`src/rtl/fetch_unit_pkg.sv`:
```
// fetch_unit_pkg
//   Shared definitions for the instruction fetch stage.
//   - NPC_* : next-PC select codes, the same encodings the control unit
//             drives on pc_sel.
//   - sign_ext16 : 16-to-32-bit sign extension used for branch offsets.
package fetch_unit_pkg;

   localparam logic [1:0] NPC_PLUS4  = 2'b00;
   localparam logic [1:0] NPC_BRANCH = 2'b01;
   localparam logic [1:0] NPC_JUMP   = 2'b10;
   localparam logic [1:0] NPC_JUMPR  = 2'b11;

   function automatic logic [31:0] sign_ext16(input logic [15:0] v);
      return {{16{v[15]}}, v};
   endfunction

endpackage

```
`src/rtl/fetch_unit_npc_calc.sv`:
```
// fetch_unit_npc_calc
//   Combinational next-PC computation for the fetch stage.
//   Ports:
//     pc_plus4     in  32  address of the instruction after the current one
//     instr_index  in  26  instr[25:0] of the current instruction
//     pc_sel       in   2  NPC_* select from the control unit
//     rs_data      in  32  register target for NPC_JUMPR
//     npc          out 32  next PC (32-bit modulo arithmetic, silent wrap)
module fetch_unit_npc_calc
   import fetch_unit_pkg::*;
(
   input  logic [31:0] pc_plus4,
   input  logic [25:0] instr_index,
   input  logic [1:0]  pc_sel,
   input  logic [31:0] rs_data,
   output logic [31:0] npc
);

   logic [31:0] branch_target;
   logic [31:0] jump_target;

   // Branch offset is a word offset relative to the delay-free pc+4.
   assign branch_target = pc_plus4 + (sign_ext16(instr_index[15:0]) << 2);
   // Jump stays inside the 256 MB region of pc+4.
   assign jump_target   = {pc_plus4[31:28], instr_index, 2'b00};

   always_comb begin
      npc = pc_plus4;
      case (pc_sel)
         NPC_PLUS4:  npc = pc_plus4;
         NPC_BRANCH: npc = branch_target;
         NPC_JUMP:   npc = jump_target;
         NPC_JUMPR:  npc = rs_data;
      endcase
   end

endmodule

```
`src/rtl/fetch_unit.sv`:
```
// fetch_unit
//   Instruction fetch stage: holds the PC, fetches from a variable-latency
//   instruction memory, presents the decoded fields until the datapath
//   retires the instruction, then steps to the next PC.
//   Ports:
//     clk, rst                 clock, synchronous active-high reset
//     imem_req/addr            fetch request (held until imem_ready), address
//     imem_ready/rdata         memory response and instruction word
//     pc_sel, rs_data          next-PC select and register jump target
//     advance                  datapath retires the current instruction
//     pc, pc_plus4             current instruction address and link value
//     instr, instr_valid       instruction register and its valid flag
//     opcode..imm16            decoded instruction fields
//     addr_err                 sticky misaligned-next-PC flag (cleared by rst)
module fetch_unit
   import fetch_unit_pkg::*;
#(
   parameter logic [31:0] RESET_PC = 32'h0000_3000
)(
   input  logic        clk,
   input  logic        rst,
   output logic        imem_req,
   output logic [31:0] imem_addr,
   input  logic        imem_ready,
   input  logic [31:0] imem_rdata,
   input  logic [1:0]  pc_sel,
   input  logic [31:0] rs_data,
   input  logic        advance,
   output logic [31:0] pc,
   output logic [31:0] pc_plus4,
   output logic [31:0] instr,
   output logic        instr_valid,
   output logic [5:0]  opcode,
   output logic [4:0]  rs,
   output logic [4:0]  rt,
   output logic [4:0]  rd,
   output logic [4:0]  shamt,
   output logic [5:0]  funct,
   output logic [15:0] imm16,
   output logic        addr_err
);

   localparam logic [1:0] ST_IDLE  = 2'd0;
   localparam logic [1:0] ST_FETCH = 2'd1;
   localparam logic [1:0] ST_HOLD  = 2'd2;
   localparam logic [1:0] ST_ERR   = 2'd3;

   logic [1:0]  state_reg;
   logic [31:0] pc_reg;
   logic [31:0] instr_reg;
   logic [31:0] npc;

   fetch_unit_npc_calc npc_calc (
      .pc_plus4    (pc_plus4),
      .instr_index (instr_reg[25:0]),
      .pc_sel      (pc_sel),
      .rs_data     (rs_data),
      .npc         (npc)
   );

   always_ff @(posedge clk) begin
      if (rst) begin
         state_reg <= ST_IDLE;
         pc_reg    <= RESET_PC;
         instr_reg <= '0;
      end else begin
         case (state_reg)
            ST_IDLE:  state_reg <= ST_FETCH;
            ST_FETCH: begin
               if (imem_ready) begin
                  instr_reg <= imem_rdata;
                  state_reg <= ST_HOLD;
               end
            end
            ST_HOLD: begin
               if (advance) begin
                  // The misaligned PC is kept so it can be inspected after the fault.
                  pc_reg    <= npc;
                  state_reg <= (npc[1:0] != 2'b00) ? ST_ERR : ST_FETCH;
               end
            end
            ST_ERR:   state_reg <= ST_ERR;
         endcase
      end
   end

   // All status outputs are pure decodes of the state, so ERR is sticky
   // until reset without a separate flag register.
   assign imem_req    = (state_reg == ST_FETCH);
   assign instr_valid = (state_reg == ST_HOLD);
   assign addr_err    = (state_reg == ST_ERR);

   assign pc        = pc_reg;
   assign imem_addr = pc_reg;
   assign pc_plus4  = pc_reg + 32'd4;
   assign instr     = instr_reg;

   assign opcode = instr_reg[31:26];
   assign rs     = instr_reg[25:21];
   assign rt     = instr_reg[20:16];
   assign rd     = instr_reg[15:11];
   assign shamt  = instr_reg[10:6];
   assign funct  = instr_reg[5:0];
   assign imm16  = instr_reg[15:0];

endmodule

```
`config.mk`:
```
export PLATFORM = sky130hd
export DESIGN_NAME = fetch_unit
export DESIGN_NICKNAME = d
export VERILOG_FILES = /design/src/rtl/fetch_unit_pkg.sv /design/src/rtl/fetch_unit_npc_calc.sv /design/src/rtl/fetch_unit.sv
export SDC_FILE = /design/constraint.sdc
export NUM_CORES = 1
export LEC_CHECK = 0
export CAP_MARGIN = 20
export CELL_PAD_IN_SITES_DETAIL_PLACEMENT = 0
export CELL_PAD_IN_SITES_GLOBAL_PLACEMENT = 1
export CORE_MARGIN = 2
export CORE_UTILIZATION = 28
export CTS_CLUSTER_SIZE = 40
export DETAILED_ROUTE_END_ITERATION = 8
export PLACE_DENSITY_LB_ADDON = 0.1
export SLEW_MARGIN = 10
export SYNTH_ARGS = -nofsm -noshare
export SYNTH_HDL_FRONTEND = slang
export SYNTH_SLANG_ARGS = --single-unit
```
`constraint.sdc`:
```
create_clock -name clk -period 3.4 [get_ports clk]
set_clock_uncertainty 0.05 [all_clocks]
set_input_delay 0.68 -clock clk [delete_from_list [all_inputs] [get_ports clk]]
set_output_delay 0.68 -clock clk [all_outputs]
set_load 0.01 [all_outputs]
```
==> Flow_metrics.wiki <==
{| class="wikitable"
! Metric !! Value
|-
| Run status || completed
|-
| Post-route minimum period || 3.39 ns
|-
| Class of the most critical setup path || flip-flop to flip-flop
|-
| Netlist area before placement || 6160 sq um
|-
| Leakage dissipation || 4.41 nW
|-
| Area of the die || 23200 sq um
|-
| Sequential element share of the synthesized area || 21.5%
|-
| Area of combinational cells with multiple inputs || 4680 sq um
|-
| Cell count after synthesis || 793
|-
| CTS H-tree lvls || 3
|-
| Number of DRC violations after detailed-routing iteration 0 || 304
|-
| Measured slew at the worst slew-check pin || 0.717 ns
|-
| Fraction of synthesis flops using an asynchronous set or reset pin || 0%
|-
| Crit share post-route || 99.9%
|-
| Final estimated routing congestion in global placement || 0.868
|-
| Arrival time of the worst setup path || 3.57 ns
|-
| Global-route wire length before repair || 40000 microns
|-
| Endpoint class of the critical path || flip-flop
|-
| Die Span X || 152 microns
|-
| Chip height || 152 microns
|-
| Number of global-route vias before repair || 6969
|-
| Leading cell type in the layout, fill and taps excluded || clkdlybuf4s50_1
|-
| Aggregate global routing overflow || 0
|-
| Terminus of the critical flop-to-flop path || imem_addr[23]$_SDFFE_PP0P_
|-
| Mapped Avg Cell Area || 7.77 sq um
|-
| Maximum ir drop on the vdd rail || 0.221 mV
|-
| HPWL after DPL || 20600 microns
|-
| Most common flop cell mapped by yosys || dfxtp_1
|-
| YS warnings || 0
|-
| Num CTS Buffers || 9
|-
| Final slew viol count || 0
|-
| Final net count || 1212
|-
| Share of layout cells above drive strength 1 || 29.9%
|-
| Cell area power density || 241 nW/um^2
|-
| Maximum clock frequency || 295 MHz
|-
| Worst r2r src || imem_addr[2]$_SDFFE_PP0P_
|-
| Critical path data required time || 3.58 ns
|-
| Clk pin slew, worst setup/hold paths || 0.06 ns
|-
| Total number of clock tree sinks || 66
|-
| DRC violation count after routing || 0
|-
| Number of flops mapped to enable cells by yosys || 0
|-
| P&R area growth vs syn || 72.4%
|-
| Worst min-delay path class || flip-flop to flip-flop
|-
| Startpoint of the worst hold path || instr[31]$_SDFFE_PP0P_
|-
| Fillers || 2122
|-
| Mapped Nets || 898
|-
| Setup crit start kind || flip-flop
|-
| Power, Total || 2.56 mW
|-
| Rel. slew slack || 52.2%
|-
| Worst Hold Depth || 2
|-
| Clock tree root driver cell || clkbuf_16
|-
| Largest net degree at the start of global routing || 33
|-
| I/O pins || 249
|-
| Number of antenna violations at the first check in global routing || 0
|-
| Antenna cells || 0
|-
| Final setup violation count || 0
|-
| Worst-case reg-to-reg path depth || 16
|-
| Cell variety after synth || 74
|-
| Total routing usage reported by global routing || 21.8%
|-
| Average wire per cell in the routed design || 18.7 microns
|-
| Most used cells in the layout excluding fill and tap cells || 246 x clkdlybuf4s50_1, 171 x buf_4, 120 x nand2_1, 75 x a21oi_1, 52 x dfxtp_1
|-
| Clock latency on the worst-skew pair || 0.34 ns
|-
| Core ar. || 21700 sq um
|-
| Total iterations of the first detailed-routing run || 5
|-
| Maximum buffer depth of the clock tree || 2
|-
| Sink of the worst hold path || instr[31]$_SDFFE_PP0P_
|-
| Total area of sequential cells || 1360 sq um
|-
| Clock tree from TritonCTS || yes
|-
| Number of synthesized register bits || 66
|-
| Post-detailed-routing wire length || 26000 microns
|-
| Count of buffers inserted at the top-level ports || 248
|-
| Total count of hold-check failures in the final report || 0
|-
| Number of max-capacitance violations reported || 0
|-
| Antenna-violating nets left || 0
|-
| Crit path max fanout || 3
|-
| Setup slack on the worst flop-to-flop path || 0.005 ns
|-
| Via density per instance || 4.96
|-
| Final core area utilization || 49.0%
|-
| Routed vias || 6906
|-
| Starting Density || 28.4%
|-
| RSZ-0062 raised after global routing || yes
|-
| Row cnt || 54
|}
[where the power goes]
part | internal (mW) | switching, mW
Sequential | 0.796 | 0.0402
Combinational | 0.367 | 0.319
Clock | 0.671 | 0.368
Total | 1.83 | 0.728
[cells in the mapped netlist, drive strengths merged, types with 18 or more instances]
| library cell | instances | area [sq um] |
|---|---|---|
| nand2 | 128 | 480 |
| a21oi | 81 | 409 |
| nor2 | 39 | 146 |
| o21ai | 35 | 179 |
| inv | 18 | 67.6 |
| nand3 | 23 | 115 |
| dfxtp | 66 | 1320 |
| ha | 34 | 425 |
| xnor2 | 34 | 305 |
| clkbuf | 29 | 109 |
| a21o | 22 | 165 |
| buf | 93 | 681 |
[worst max-delay path: stages (launching register included)]
cell and delay, ns:
dfxtp_4 0.36, ha_4 0.15, nand3_4 0.10, nor2_4 0.13, buf_6 0.11, and4_4 0.25, nand2_4 0.07, xnor2_4 0.16
ha_4 0.22, a21o_1 0.17, o21bai_4 0.18, nor4b_2 0.29, o21ai_2 0.11, nor2b_4 0.14, xor2_1 0.13, mux4_2 0.46
a22o_1 0.19
[metal layers]
metal  track usage [%]  vias up  part of all wire, %
li1                  -     3399                    -
met1              31.5     3221                   48
met2              33.1      260                   43
met3              4.38       26                  7.6
met4              6.01        0                  1.6
met5                 0        -                    0
[area by class of cell]
| type | instances | area share, % |
|---|---|---|
| Timing Repair Buffer | 425 | 36.0 |
| Sequential cell | 66 | 12.8 |
| Tap cell | 280 | 3.30 |
| Inverter | 18 | 0.636 |
| Multi-Input combinational cell | 587 | 44.1 |
| Clock buffer | 13 | 2.75 |
| Clock inverter | 3 | 0.401 |
[what timing repair did]
| item | in CTS | in global routing |
|---|---|---|
| setup endpoints to repair | 18 | 21 |
| buffers inserted | 14 | 14 |
| hold buffers | 0 | 0 |
| gates resized for setup | 25 | 67 |
| pin swaps | 21 | 36 |
[cells by family (layout without fill, tap and decap cells)]
logic type      Yosys count  after routing  synth area share [%]
xor+xnor                 49             49                  7.09
mux                      28             28                  7.43
buf+inv                 140            459                  13.9
simple gates            259            259                  19.8
fa+ha+maj                35             35                  7.23
flops                    66             66                  21.5
compound gates          216            216                  23.1
[how the worst max path moves through the flow]
stage,start,end,slack (ns),cells after the start
final,imem_addr[2]$_SDFFE_PP0P_,imem_addr[23]$_SDFFE_PP0P_,0.005,16
after global routing,imem_addr[2]$_SDFFE_PP0P_,imem_addr[31]$_SDFFE_PP0P_,-0.15,18
after CTS,imem_addr[2]$_SDFFE_PP0P_,imem_addr[23]$_SDFFE_PP0P_,-0.05,16
after detailed placement,imem_addr[3]$_SDFFE_PP0P_,imem_addr[24]$_SDFFE_PP0P_,-0.15,15
after global placement,imem_addr[8]$_SDFFE_PP0P_,imem_addr[24]$_SDFFE_PP0P_,-0.16,14
after floorplan,imem_addr[2]$_SDFFE_PP0P_,imem_addr[23]$_SDFFE_PP0P_,-0.02,15
[through the flow]
stage	hold WS (ns)	TNS (ns)	area, sq um	cells	worst slack (ns)
5_1_grt	0.439	-0.857	10600	1392	-0.154
2_1_floorplan	0.436	-0.0325	6370	793	-0.0156
6_report	0.427	0	10600	1392	0.00509
4_1_cts	0.428	-0.0600	10100	1379	-0.0455
3_5_place_dp	0.417	-1.01	9530	1349	-0.146
3_3_place_gp	0.414	-1.10	9520	1348	-0.163
Power figures use the tool's default switching activity.
